===== src/rtl/iir_filter_ctrl_pkg.sv =====
// Shared types and constants for the IIR filter sequencer: FSM states, gain
// end points, NCO width and the saturating gain-step helpers.
package iir_filter_ctrl_pkg;

  localparam int NCO_W = 32;

  localparam logic [7:0] GAIN_UNITY = 8'd255;
  localparam logic [7:0] GAIN_MUTE  = 8'd0;

  typedef enum logic [2:0] {
    ST_RUN,
    ST_WAIT,
    ST_MUTE,
    ST_CLEAR,
    ST_UNMUTE,
    ST_DONE
  } state_e;

  function automatic logic [7:0] gain_sub(input logic [7:0] g, input logic [7:0] step);
    return (g > step) ? g - step : GAIN_MUTE;
  endfunction

  function automatic logic [7:0] gain_add(input logic [7:0] g, input logic [7:0] step);
    return ((GAIN_UNITY - g) > step) ? g + step : GAIN_UNITY;
  endfunction

endpackage


===== src/rtl/iir_ce_nco.sv =====
// Fractional NCO producing the filter clock-enable at 2x the sample rate and
// the sample strobe on every second enable.
module iir_ce_nco
  import iir_filter_ctrl_pkg::*;
#(
  parameter int unsigned CLK_RATE    = 24576000,
  parameter int unsigned SAMPLE_RATE = 48000
) (
  input  logic clk,
  input  logic reset,
  input  logic sample_rate,
  output logic filt_ce,
  output logic filt_sample_ce
);

  localparam logic [NCO_W-1:0] INC_BASE = NCO_W'(2 * SAMPLE_RATE);
  localparam logic [NCO_W-1:0] INC_FAST = NCO_W'(4 * SAMPLE_RATE);
  localparam logic [NCO_W-1:0] MODULUS  = NCO_W'(CLK_RATE);

  // Two enables must never land on adjacent clocks, even at the fast rate.
  if (8 * SAMPLE_RATE > CLK_RATE) begin : g_bad_rate
    $error("iir_ce_nco: 2*INC exceeds CLK_RATE");
  end

  logic [NCO_W-1:0] acc;
  logic [NCO_W-1:0] sum;
  logic             wrap;
  logic             phase;

  assign sum  = acc + (sample_rate ? INC_FAST : INC_BASE);
  assign wrap = (sum >= MODULUS);

  // NOTE: sequential state uses non-blocking assignments so every register
  // samples the pre-edge values regardless of statement order.
  always_ff @(posedge clk or posedge reset) begin
    if (reset) begin
      acc            <= '0;
      phase          <= 1'b0;
      filt_ce        <= 1'b0;
      filt_sample_ce <= 1'b0;
    end else begin
      acc            <= wrap ? sum - MODULUS : sum;
      filt_ce        <= wrap;
      filt_sample_ce <= wrap & phase;
      if (wrap) phase <= ~phase;
    end
  end

endmodule


===== src/rtl/iir_filter_ctrl.sv =====
// Sequencer for the shared 2-channel IIR filter: ce generation plus the
// mute/clear/switch/unmute bank change. Ramped gain when IIR_FILTER_CTRL_RAMP_EN is defined.
module iir_filter_ctrl
  import iir_filter_ctrl_pkg::*;
#(
  parameter int unsigned CLK_RATE    = 24576000,
  parameter int unsigned SAMPLE_RATE = 48000,
  parameter int unsigned CLR_FRAMES  = 4,
  parameter int unsigned RAMP_STEP   = 16
) (
  input  logic       clk,
  input  logic       reset,
  input  logic       sample_rate,
  input  logic [1:0] cfg_sel,
  input  logic       cfg_req,
  output logic       cfg_ack,
  output logic       busy,
  output logic       filt_ce,
  output logic       filt_sample_ce,
  output logic [1:0] filt_sel,
  output logic       filt_clr,
  output logic [7:0] gain
);

  if (CLR_FRAMES == 0 || CLR_FRAMES > 255) begin : g_bad_clr
    $error("iir_filter_ctrl: CLR_FRAMES must be 1..255");
  end
  if (RAMP_STEP == 0 || RAMP_STEP > 255) begin : g_bad_step
    $error("iir_filter_ctrl: RAMP_STEP must be 1..255");
  end

  localparam logic [7:0] CLR_LAST = 8'(CLR_FRAMES - 1);

  iir_ce_nco #(
    .CLK_RATE    (CLK_RATE),
    .SAMPLE_RATE (SAMPLE_RATE)
  ) u_nco (
    .clk            (clk),
    .reset          (reset),
    .sample_rate    (sample_rate),
    .filt_ce        (filt_ce),
    .filt_sample_ce (filt_sample_ce)
  );

  state_e     state, state_d;
  logic [1:0] sel_lat, sel_lat_d, filt_sel_d;
  logic [7:0] frame_cnt, frame_cnt_d;
  logic [7:0] gain_d, gain_dn, gain_up;

`ifdef IIR_FILTER_CTRL_RAMP_EN
  assign gain_dn = gain_sub(gain, 8'(RAMP_STEP));
  assign gain_up = gain_add(gain, 8'(RAMP_STEP));
`else
  assign gain_dn = GAIN_MUTE;
  assign gain_up = GAIN_UNITY;
`endif

  assign busy     = (state != ST_RUN);
  assign cfg_ack  = (state == ST_DONE);
  assign filt_clr = (state == ST_CLEAR);

  // NOTE: every signal written here gets a default first, so no path can
  // leave one unassigned and infer a latch.
  always_comb begin
    state_d     = state;
    sel_lat_d   = sel_lat;
    filt_sel_d  = filt_sel;
    frame_cnt_d = frame_cnt;
    gain_d      = gain;
    case (state)
      ST_RUN: begin
        if (cfg_req && !cfg_ack) begin
          sel_lat_d = cfg_sel;
          state_d   = ST_WAIT;
        end
      end
      ST_WAIT: begin
        if (filt_sample_ce) state_d = ST_MUTE;
      end
      ST_MUTE: begin
        if (filt_sample_ce) begin
          gain_d = gain_dn;
          // The bank swaps on the same edge that reaches silence.
          if (gain_dn == GAIN_MUTE) begin
            state_d     = ST_CLEAR;
            filt_sel_d  = sel_lat;
            frame_cnt_d = '0;
          end
        end
      end
      ST_CLEAR: begin
        if (filt_sample_ce) begin
          if (frame_cnt == CLR_LAST) state_d = ST_UNMUTE;
          else frame_cnt_d = frame_cnt + 8'd1;
        end
      end
      ST_UNMUTE: begin
        if (filt_sample_ce) begin
          gain_d = gain_up;
          if (gain_up == GAIN_UNITY) state_d = ST_DONE;
        end
      end
      ST_DONE: begin
        if (!cfg_req) state_d = ST_RUN;
      end
      default: state_d = ST_RUN;
    endcase
  end

  always_ff @(posedge clk or posedge reset) begin
    if (reset) begin
      state     <= ST_RUN;
      sel_lat   <= '0;
      filt_sel  <= '0;
      frame_cnt <= '0;
      gain      <= GAIN_UNITY;
    end else begin
      state     <= state_d;
      sel_lat   <= sel_lat_d;
      filt_sel  <= filt_sel_d;
      frame_cnt <= frame_cnt_d;
      gain      <= gain_d;
    end
  end

endmodule


===== config.mk =====
export PLATFORM = sky130hd
export DESIGN_NAME = iir_filter_ctrl
export DESIGN_NICKNAME = d
export VERILOG_FILES = /design/src/rtl/iir_filter_ctrl_pkg.sv /design/src/rtl/iir_ce_nco.sv /design/src/rtl/iir_filter_ctrl.sv
export SDC_FILE = /design/constraint.sdc
export NUM_CORES = 1
export LEC_CHECK = 0
export ABC_AREA = 1
export CAP_MARGIN = 40
export CORE_MARGIN = 2
export CORE_UTILIZATION = 40
export CTS_BUF_LIST = sky130_fd_sc_hd__clkbuf_8
export DETAILED_ROUTE_END_ITERATION = 10
export GPL_TIMING_DRIVEN = 0
export PLACE_DENSITY_LB_ADDON = 0.08
export SETUP_SLACK_MARGIN = 0.15
export SLEW_MARGIN = 20
export SYNTH_ARGS = -nofsm -noshare
export SYNTH_HDL_FRONTEND = slang
export SYNTH_SLANG_ARGS = --single-unit

===== constraint.sdc =====
create_clock -name clk -period 4.4 [get_ports clk]
set_clock_uncertainty 0.15 [all_clocks]
set_input_delay 0.44 -clock clk [delete_from_list [all_inputs] [get_ports clk]]
set_output_delay 0.44 -clock clk [all_outputs]
set_load 0.02 [all_outputs]

== Word-level counts from Yosys, hierarchy flattened ==
Cells that the tools add are included.

* Word-level logic and storage cells: 56
* Output and inout port bits: 15
* Input port bits: 6
* Register bits: 58

* Multiplexer cells: 16
* Magnitude comparators: 1
* Equality and inequality tests: 14
* Add/sub/neg operators: 3
* Bitwise logic cells: 2
* Reductions and logical operators: 11

{| class="wikitable"
|+ Operators with widths
! kind !! number
|-
| $add A32 B32 Y32 || 1
|-
| $ge A32 B25 Y1 const B || 1
|-
| $mux W32 || 1
|-
| $mux W8 || 4
|-
| $pmux W8 S2 || 2
|-
| $sub A32 B25 Y32 const B || 1
|-
| $mux W3 || 7
|-
| $mux W18 || 1
|-
| $pmux W3 S6 || 1
|-
| $ne A2 B1 Y1 const B || 5
|-
| $add A8 B1 Y8 const B || 1
|-
| $eq A8 B2 Y1 const B || 1
|-
| $reduce_and A7 Y1 || 1
|-
| $eq A3 B2 Y1 const B || 2
|-
| $eq A3 B3 Y1 const B || 2
|-
| $ne A2 B2 Y1 const B || 3
|-
| $reduce_and A2 Y1 || 2
|-
| $reduce_and A4 Y1 || 1
|-
| $reduce_bool A2 Y1 || 2
|-
| $eq A3 B1 Y1 const B || 1
|-
| $logic_not A3 Y1 || 1
|-
| $reduce_and A3 Y1 || 1
|-
| $reduce_bool A3 Y1 || 1
|-
| $and A1 B1 Y1 || 1
|-
| 3 further kinds || 3
|}

== Longest topological paths before layout ==
Gate-level depths: netlist (run 1).

* Depth after elaboration: 5
* Mapped depth: 23
* Mapped depth without buffers: 23

== Hierarchy ==
Synthesis (run 1) repeated with hierarchy kept, for this count alone.

* Cell total of the unflattened synthesis: 580
* Area, all modules: 3,696.0 µm²

{| class="wikitable"
|+ Modules (own cells, without submodules)
! module !! cells an instance !! area each (µm²) !! times used
|-
| iir_ce_nco || 440 || 2,666.3 || 1
|-
| iir_filter_ctrl || 140 || 1,029.7 || 1
|}

== Least setup slack after synthesis (run 1) ==
Ideal clock, no wire load.

* Path type: in2reg
* From: input port sample_rate
* To: register u_nco.acc[19]
* Setup time: 0.120 ns
* Data required time: 4.130 ns
* Arrival: 2.373 ns
* Stages: 22
* Setup slack: 1.757 ns
* Cells stage by stage: inv_1 ha_1 inv_1 ha_1 nand2_1 nand2_1 nand2_1 nand2_1 nand2_1 nand2_1 nand2_1 inv_1 ha_1 nand2_1 nand2_2 nand3_1 nand2_1 nand2_2 nand2_2 buf_6 nand2_2 o21ai_2

* Cells in the longest elaborated chain, start to end: 4
* Elaborated cells on any way between the ends: 5
* Those cells by class: 2 x add/sub; 1 x order compare; 2 x mux

{| class="wikitable"
|+ RTL lines
! element !! RTL line !! text
|-
| from (decl) || iir_filter_ctrl.sv:13 || <nowiki>input logic sample_rate,</nowiki>
|-
| $mux W18 * || iir_ce_nco.sv:30 || <nowiki>assign sum = acc + (sample_rate ? INC_FAST : INC_BASE);</nowiki>
|-
| $add A32 B32 Y32 * || iir_ce_nco.sv:30 ||
|-
| $sub A32 B25 Y32 / $ge A32 B25 Y1 (equally long branches) || iir_ce_nco.sv:42, iir_ce_nco.sv:31 ||
|-
| $mux W32 * || iir_ce_nco.sv:42 || <nowiki>acc <= wrap ? sum - MODULUS : sum;</nowiki>
|-
| to (signal assigned) || iir_ce_nco.sv:42 ||
|-
| to (decl) || iir_ce_nco.sv:25 || <nowiki>logic [NCO_W-1:0] acc;</nowiki>
|}

Every way passes the cells marked *; elsewhere a longest branch is shown, timed or not.
A chain may end at the register's enable or synchronous reset.

== Worst setup path in the final report (run 1) ==
Ends and elaborated chain as after synthesis.

==> impl_metrics.csv, run 1 <==
group,metric,value,unit
die,io-pin-count,21,
power,ir_worst_vdd,0.3253,mV
yosys,synth-seq-cells,43,
routing,finalWirelength,8.183,mm
routing,ant_nets,0,
placement,place_inst,677,
setup_path,worstSetupPathType,"primary input to flop",
yosys,yosys.cell_types.count,28,
clocking,clock_sinks,43,
routing,remaining_drc_errors,0,
grt,grt_first_pass_wirelength,14.14,mm
die,design.core.area,8299,um2
setup_path,slowest_delay,0.56,ns
sta,period_needed,3.308,ns
final_layout,seq_area,1077,um2
setup_path,critical_path.startpoint,"sample_rate",
final_layout,area_growth,13.56,%
setup_path,cp_max_fo,10,
sta,finalHoldViolCount,0,
final_layout,drive_above_1_share,10.17,%
final_layout,fin_util,47.35,%
grt,first_global_vias,3042,
yosys,netlist_area,3461,um2
setup_path,crit_required,4.48,ns
power,p_per_area,771.2,nW/um2
yosys,netlist_instances,551,
final_layout,antenna_cells,0,
clocking,cts_buffers,5,
yosys,synth_area_per_cell,6.281,um2
routing,dr.pass1.iters,4,
setup_path,crit_chain,"clkdlybuf4s50_1 > inv_1 > ha_1 > inv_1 > ha_1 > nand2_1 > nand2_1 > nand2_1 > nand2_1 > nand2_1 > nand2_1 > nand2_1 > inv_1 > ha_1 > nand2_1 > nand2_2 > nand3_1 > nand2_1 > nand2_2 > nand2_2 > buf_6 > nand2_2 > o21ai_2",
setup_path,reg2reg_to,"u_nco.acc[19]",
setup_path,end_kind,"flop",
sta,finalSetupViolations,0,
final_layout,finalNetCount,594,
status,status,"finished, final reports clean",
routing,vias,3268,
clocking,root_buffer,"clkbuf_8",
final_layout,stdcell_count,685,
sta,fin_tns_setup,0,ns
placement,io_buffers,20,
routing,drtIter0Drc,165,
setup_path,r2r_cells,21,
clocking,htreeDepth,2,
setup_path,start_kind,"primary input",
die,die_x,97.02,um
placement,place_worst_setup_slack,0.7644,ns
die,rows,33,
die,die_height,97.02,um
setup_path,crit_path_frequent_cell,"nand2_1",
setup_path,reg2reg_slack,1.59,ns
placement,globalplace.congestion,0.8755,
sta,report.final.slew_viol_count,0,
sta,finalCritPeriodShare,75.18,%
grt,overflow,0,
routing,viasPerCell,4.771,
setup_path,critPathSlowestCell,"clkdlybuf4s50_1",
clocking,clock_path_buffers,2,
setup_path,worstPathArrival,3.39,ns
sta,tightestPinTransition,0.4775,ns
grt,grt_max_degree,24,
sta,max_freq,302.3,MHz
routing,post_drt_wl_per_cell,11.95,um
placement,dp_hpwl,6.704,mm
worst_hold_path,min_path_type,"primary input to async pin",
clocking,clock_latency,0.30,ns
clocking,cts_resized,0,
clocking,cts_tree,"done",
grt,grt_use_total,18.17,%
grt,antenna_found_initial,0,
yosys,synth_nets,566,
die,initial_core_util,41.70,%
setup_path,cp-endpoint,"u_nco.acc[19]",
clocking,clk_pin_slew,0.09,ns
power,power,0.003031,W
final_layout,nFillCells,865,
clocking,post_cts_buffers,0,
setup_path,r2r-start,"u_nco.acc[8]",
die,die_area,9412,um2
yosys,synth_warnings,0,
sta,setup_slack,1.092,ns
sta,rsz0062_at_grt,"false",
yosys,ys_seq_area_share,31.13,%
power,power.leakage,2.151,nW
sta,slew_headroom,68.12,%
final_layout,multi_input_area,1944,um2
flow_run,cap_violations,0,
clocking,hold_buffers,0,
[cells in the mapped netlist]
cell | count | area, um2
nand3_4 | 1 | 17.52
buf_6 | 2 | 22.52
nand2_1 | 210 | 788.3
nand4_1 | 10 | 62.56
dfstp_2 | 1 | 26.28
o21ai_0 | 12 | 60.06
o21ai_2 | 5 | 43.79
nor2_1 | 47 | 176.4
o31ai_1 | 1 | 7.510
nor3_1 | 7 | 35.03
o211ai_1 | 1 | 7.510
nand3_1 | 42 | 210.2
nor2_2 | 5 | 31.28
nand2_2 | 16 | 100.1
inv_1 | 92 | 345.3
ha_1 | 9 | 112.6
a2bb2oi_1 | 1 | 8.760
a211oi_1 | 1 | 7.510
a21oi_1 | 8 | 40.04
nor2_4 | 4 | 45.04
nand3_2 | 2 | 20.02
a31oi_1 | 3 | 18.77
xor2_1 | 12 | 105.1
buf_4 | 7 | 52.55
nand3b_1 | 4 | 30.03
inv_2 | 5 | 18.77
dfrtp_1 | 42 | 1051
a21oi_4 | 1 | 16.27
[layer usage]
| layer | GRT usage (%) | vias to the layer above | part of all wire, % |
|---|---|---|---|
| li1 | - | 1741 | - |
| met1 | 24.32 | 1458 | 48 |
| met2 | 30.07 | 53 | 47 |
| met3 | 2.673 | 16 | 3.1 |
| met4 | 6.067 | 0 | 2.4 |
| met5 | 0 | - | 0 |
[report_power, final]
group          internal [W]  total, W  switching (W)  leakage (nW)
logic              0.000727   0.00196        0.00123          1.56
clock network      0.000184  0.000326       0.000143        0.0612
registers          0.000581  0.000743       0.000162         0.525
[sequential cells by signal, indices dropped and copies added, names as in the netlist]
signal                cells
u_nco.acc                24
u_nco.phase               1
gain                      1
filt_sel                  2
frame_cnt                 8
u_nco.filt_sample_ce      1
state                     3
sel_lat                   2
u_nco.filt_ce             1
[metrics by stage]
stage / hold slack, ns / area (um2)
2_1_floorplan: 0.2919 / 3461
3_3_place_gp: 0.3036 / 3792
3_5_place_dp: 0.3089 / 3812
4_1_cts: 0.3305 / 3930
5_1_grt: 0.3483 / 3930
6_report: 0.3211 / 3930
[cells by family after synthesis]
logic type,synth area share (%)
adder cells (fa/ha/maj),3.254
flip-flops,31.13
AO/OA/AOI/OAI,6.074
buffers and inverters,12.69
XOR/XNOR,3.037
AND/OR/NAND/NOR,43.82
[layout by cell type (no fill, tap or decap), types with 6 or more instances in the layout]
cell type        instances
buf_4                    7
xor2_1                  12
nor2_1                  47
nand2_2                 16
ha_1                     9
a21oi_1                  8
clkdlybuf4s50_1         20
inv_2                    6
dfrtp_1                 42
clkbuf_8                 6
nand2_1                210
nor3_1                   7
o21ai_0                 12
inv_1                   91
nand4_1                 10
nand3_1                 42
[final cells by class]
cell class                 count  share of cell area, %
timing repair buffer          21                  5.603
sequential                    43                  27.41
clock inverter                 2                 0.8914
clock buffer                   6                  2.101
buffer                         9                  1.910
tap                          105                  3.343
multi-input combinational    402                  49.47
inverter                      97                  9.265
[worst min path at each step]
stage | slack (ns) | endpoint | from | depth (start not counted)
after floorplan | 0.29 | u_nco.phase | u_nco.phase | 2
after global placement | 0.30 | u_nco.acc[8] | u_nco.acc[8] | 1
after detailed placement | 0.31 | u_nco.phase | u_nco.phase | 2
after CTS | 0.33 | u_nco.acc[8] | u_nco.acc[8] | 1
after global routing | 0.35 | frame_cnt[5] | reset | 2
final | 0.32 | frame_cnt[4] | reset | 2
[worst max-delay path, delay by kind of cell]
family | cells | cell delay (ns)
fa+ha+maj | 3 | 0.54
compound gates | 1 | 0.05
simple gates | 14 | 1.33
buf+inv | 5 | 1.01
Note: power is estimated with default switching activity, not from simulation.
==> run 2, diff against run 1 <==
==> constraint.sdc (replaced) <==
create_clock -name clk -period 3.2 [get_ports clk]
set_clock_uncertainty 0.15 [all_clocks]
set_input_delay 0.32 -clock clk [delete_from_list [all_inputs] [get_ports clk]]
set_output_delay 0.32 -clock clk [all_outputs]
set_load 0.02 [all_outputs]
==> impl_metrics.csv, run 2 (synthesis results as in run 1) <==
group,metric,value,unit
die,initial_core_util,41.70,%
power,p_per_area,1064,nW/um2
placement,globalplace.congestion,0.8755,
final_layout,final_common_cell,"nand2_1",
final_layout,top_regs,"u_nco.acc (24), frame_cnt (8), state (3)",
setup_path,end_kind,"flop",
routing,ant_nets,0,
clocking,cts_tree,"done",
grt,grt_first_pass_wirelength,14.16,mm
power,power.leakage,2.148,nW
final_layout,finalNetCount,594,
power,ir_worst_vdd,0.4496,mV
worst_hold_path,min_path_type,"primary input to async pin",
final_layout,drive_above_1_share,11.21,%
placement,io_buffers,20,
grt,antenna_found_initial,0,
flow_run,cap_violations,0,
routing,drtIter0Drc,146,
clocking,clock_sinks,43,
setup_path,r2r_cells,14,
sta,rsz0062_at_grt,"false",
grt,grt_use_total,18.17,%
clocking,hold_buffers,0,
routing,vias,3261,
setup_path,worstSetupPathType,"flop to flop",
final_layout,stdcell_count,685,
grt,first_global_vias,3054,
die,rows,33,
clocking,root_buffer,"clkbuf_8",
sta,finalCritPeriodShare,86.17,%
routing,viasPerCell,4.761,
sta,period_needed,2.758,ns
setup_path,reg2reg_slack,0.44,ns
sta,report.final.slew_viol_count,0,
setup_path,reg2reg_to,"u_nco.acc[16]",
setup_path,crit_required,3.30,ns
sta,max_freq,362.6,MHz
grt,grt_max_degree,24,
clocking,cts_buffers,5,
clocking,clock_path_buffers,2,
placement,dp_hpwl,6.704,mm
grt,overflow,0,
clocking,clk_pin_slew,0.09,ns
setup_path,start_kind,"flop",
final_layout,largest_reg_flops,24,
final_layout,area_growth,13.77,%
final_layout,layout_common_cells,"nand2_1 (208), inv_1 (91), nor2_1 (46)",
final_layout,antenna_cells,0,
routing,finalWirelength,8.223,mm
die,die_area,9412,um2
clocking,clock_latency,0.30,ns
status,status,"finished, final reports clean",
sta,fin_tns_setup,0,ns
sta,finalHoldViolCount,0,
routing,remaining_drc_errors,0,
die,die_x,97.02,um
die,die_height,97.02,um
setup_path,worstPathArrival,2.85,ns
sta,slew_headroom,67.87,%
setup_path,r2r-start,"u_nco.acc[15]",
sta,tightestPinTransition,0.4813,ns
final_layout,top_register,"u_nco.acc",
placement,place_inst,677,
die,io-pin-count,21,
clocking,post_cts_buffers,0,
die,design.core.area,8299,um2
setup_path,cp_max_fo,7,
routing,post_drt_wl_per_cell,12.00,um
clocking,htreeDepth,2,
sta,finalSetupViolations,0,
routing,dr.pass1.iters,5,
-- run 2: critical path: stages (launching register included) --
cell	delay [ns]
dfrtp_1	0.37
ha_1	0.38
nand2_1	0.13
nor2_2	0.17
nand2_1	0.06
nand3b_1	0.25
nand3_1	0.14
nand2_1	0.13
nor2_2	0.16
nand2_1	0.11
nor2_2	0.14
inv_1	0.08
a21oi_4	0.26
nand2_1	0.09
nand2_1	0.08
-- run 2: repair_timing --
action                                  in CTS  in global routing
pin swaps                                    0                  1
gates resized for setup                      3                  5
endpoints found under the setup margin      18                 18
-- run 2: final cells by class --
class / count / area (um2)
inverter: 97 / 364.1
multi-input combinational: 402 / 1957
fill: 867 / 4362
tap: 105 / 131.4
buffer: 9 / 75.07
clock buffer: 6 / 82.58
sequential: 43 / 1077
clock inverter: 2 / 35.03
timing repair buffer: 21 / 215.2
-- run 2: worst max-delay path by stage --
stage	from	to	slack [ns]	cells past startpoint
detailed placement	sample_rate	u_nco.acc[16]	-0.32	23
CTS	sample_rate	u_nco.acc[16]	0.30	21
finish	u_nco.acc[15]	u_nco.acc[16]	0.44	14
global route	u_nco.acc[15]	u_nco.acc[16]	0.15	14
floorplan	sample_rate	u_nco.acc[19]	0.68	22
global placement	sample_rate	u_nco.acc[17]	-0.29	23
-- run 2: per-stage QoR --
stage                     power (W)  instance area, um2  hold WS, ns  utilization, %  setup WS (ns)
final                      0.004190                3938       0.1984           47.44         0.4425
after global placement     0.003693                3792       0.3036           45.70        -0.2941
after global routing       0.004645                3938       0.2284           47.44         0.1514
after detailed placement   0.003736                3812       0.3089           45.94        -0.3156
after CTS                  0.004213                3934       0.2159           47.40         0.2988
after floorplan            0.003065                3461       0.2919               -         0.6773
-- run 2: layer usage --
metal	GRT usage (%)	wire (um)	vias up
met5	0	0	-
met4	6.176	206	0
met3	2.962	226	19
met2	30.02	3823	48
met1	24.14	3966	1453
li1	-	-	1741
-- run 2: where the power goes --
part           leakage [nW]  switching, W  internal (W)
registers             0.525      0.000224      0.000799
clock network        0.0612      0.000200      0.000253
logic                  1.56       0.00170       0.00101
total                  2.15       0.00213       0.00206
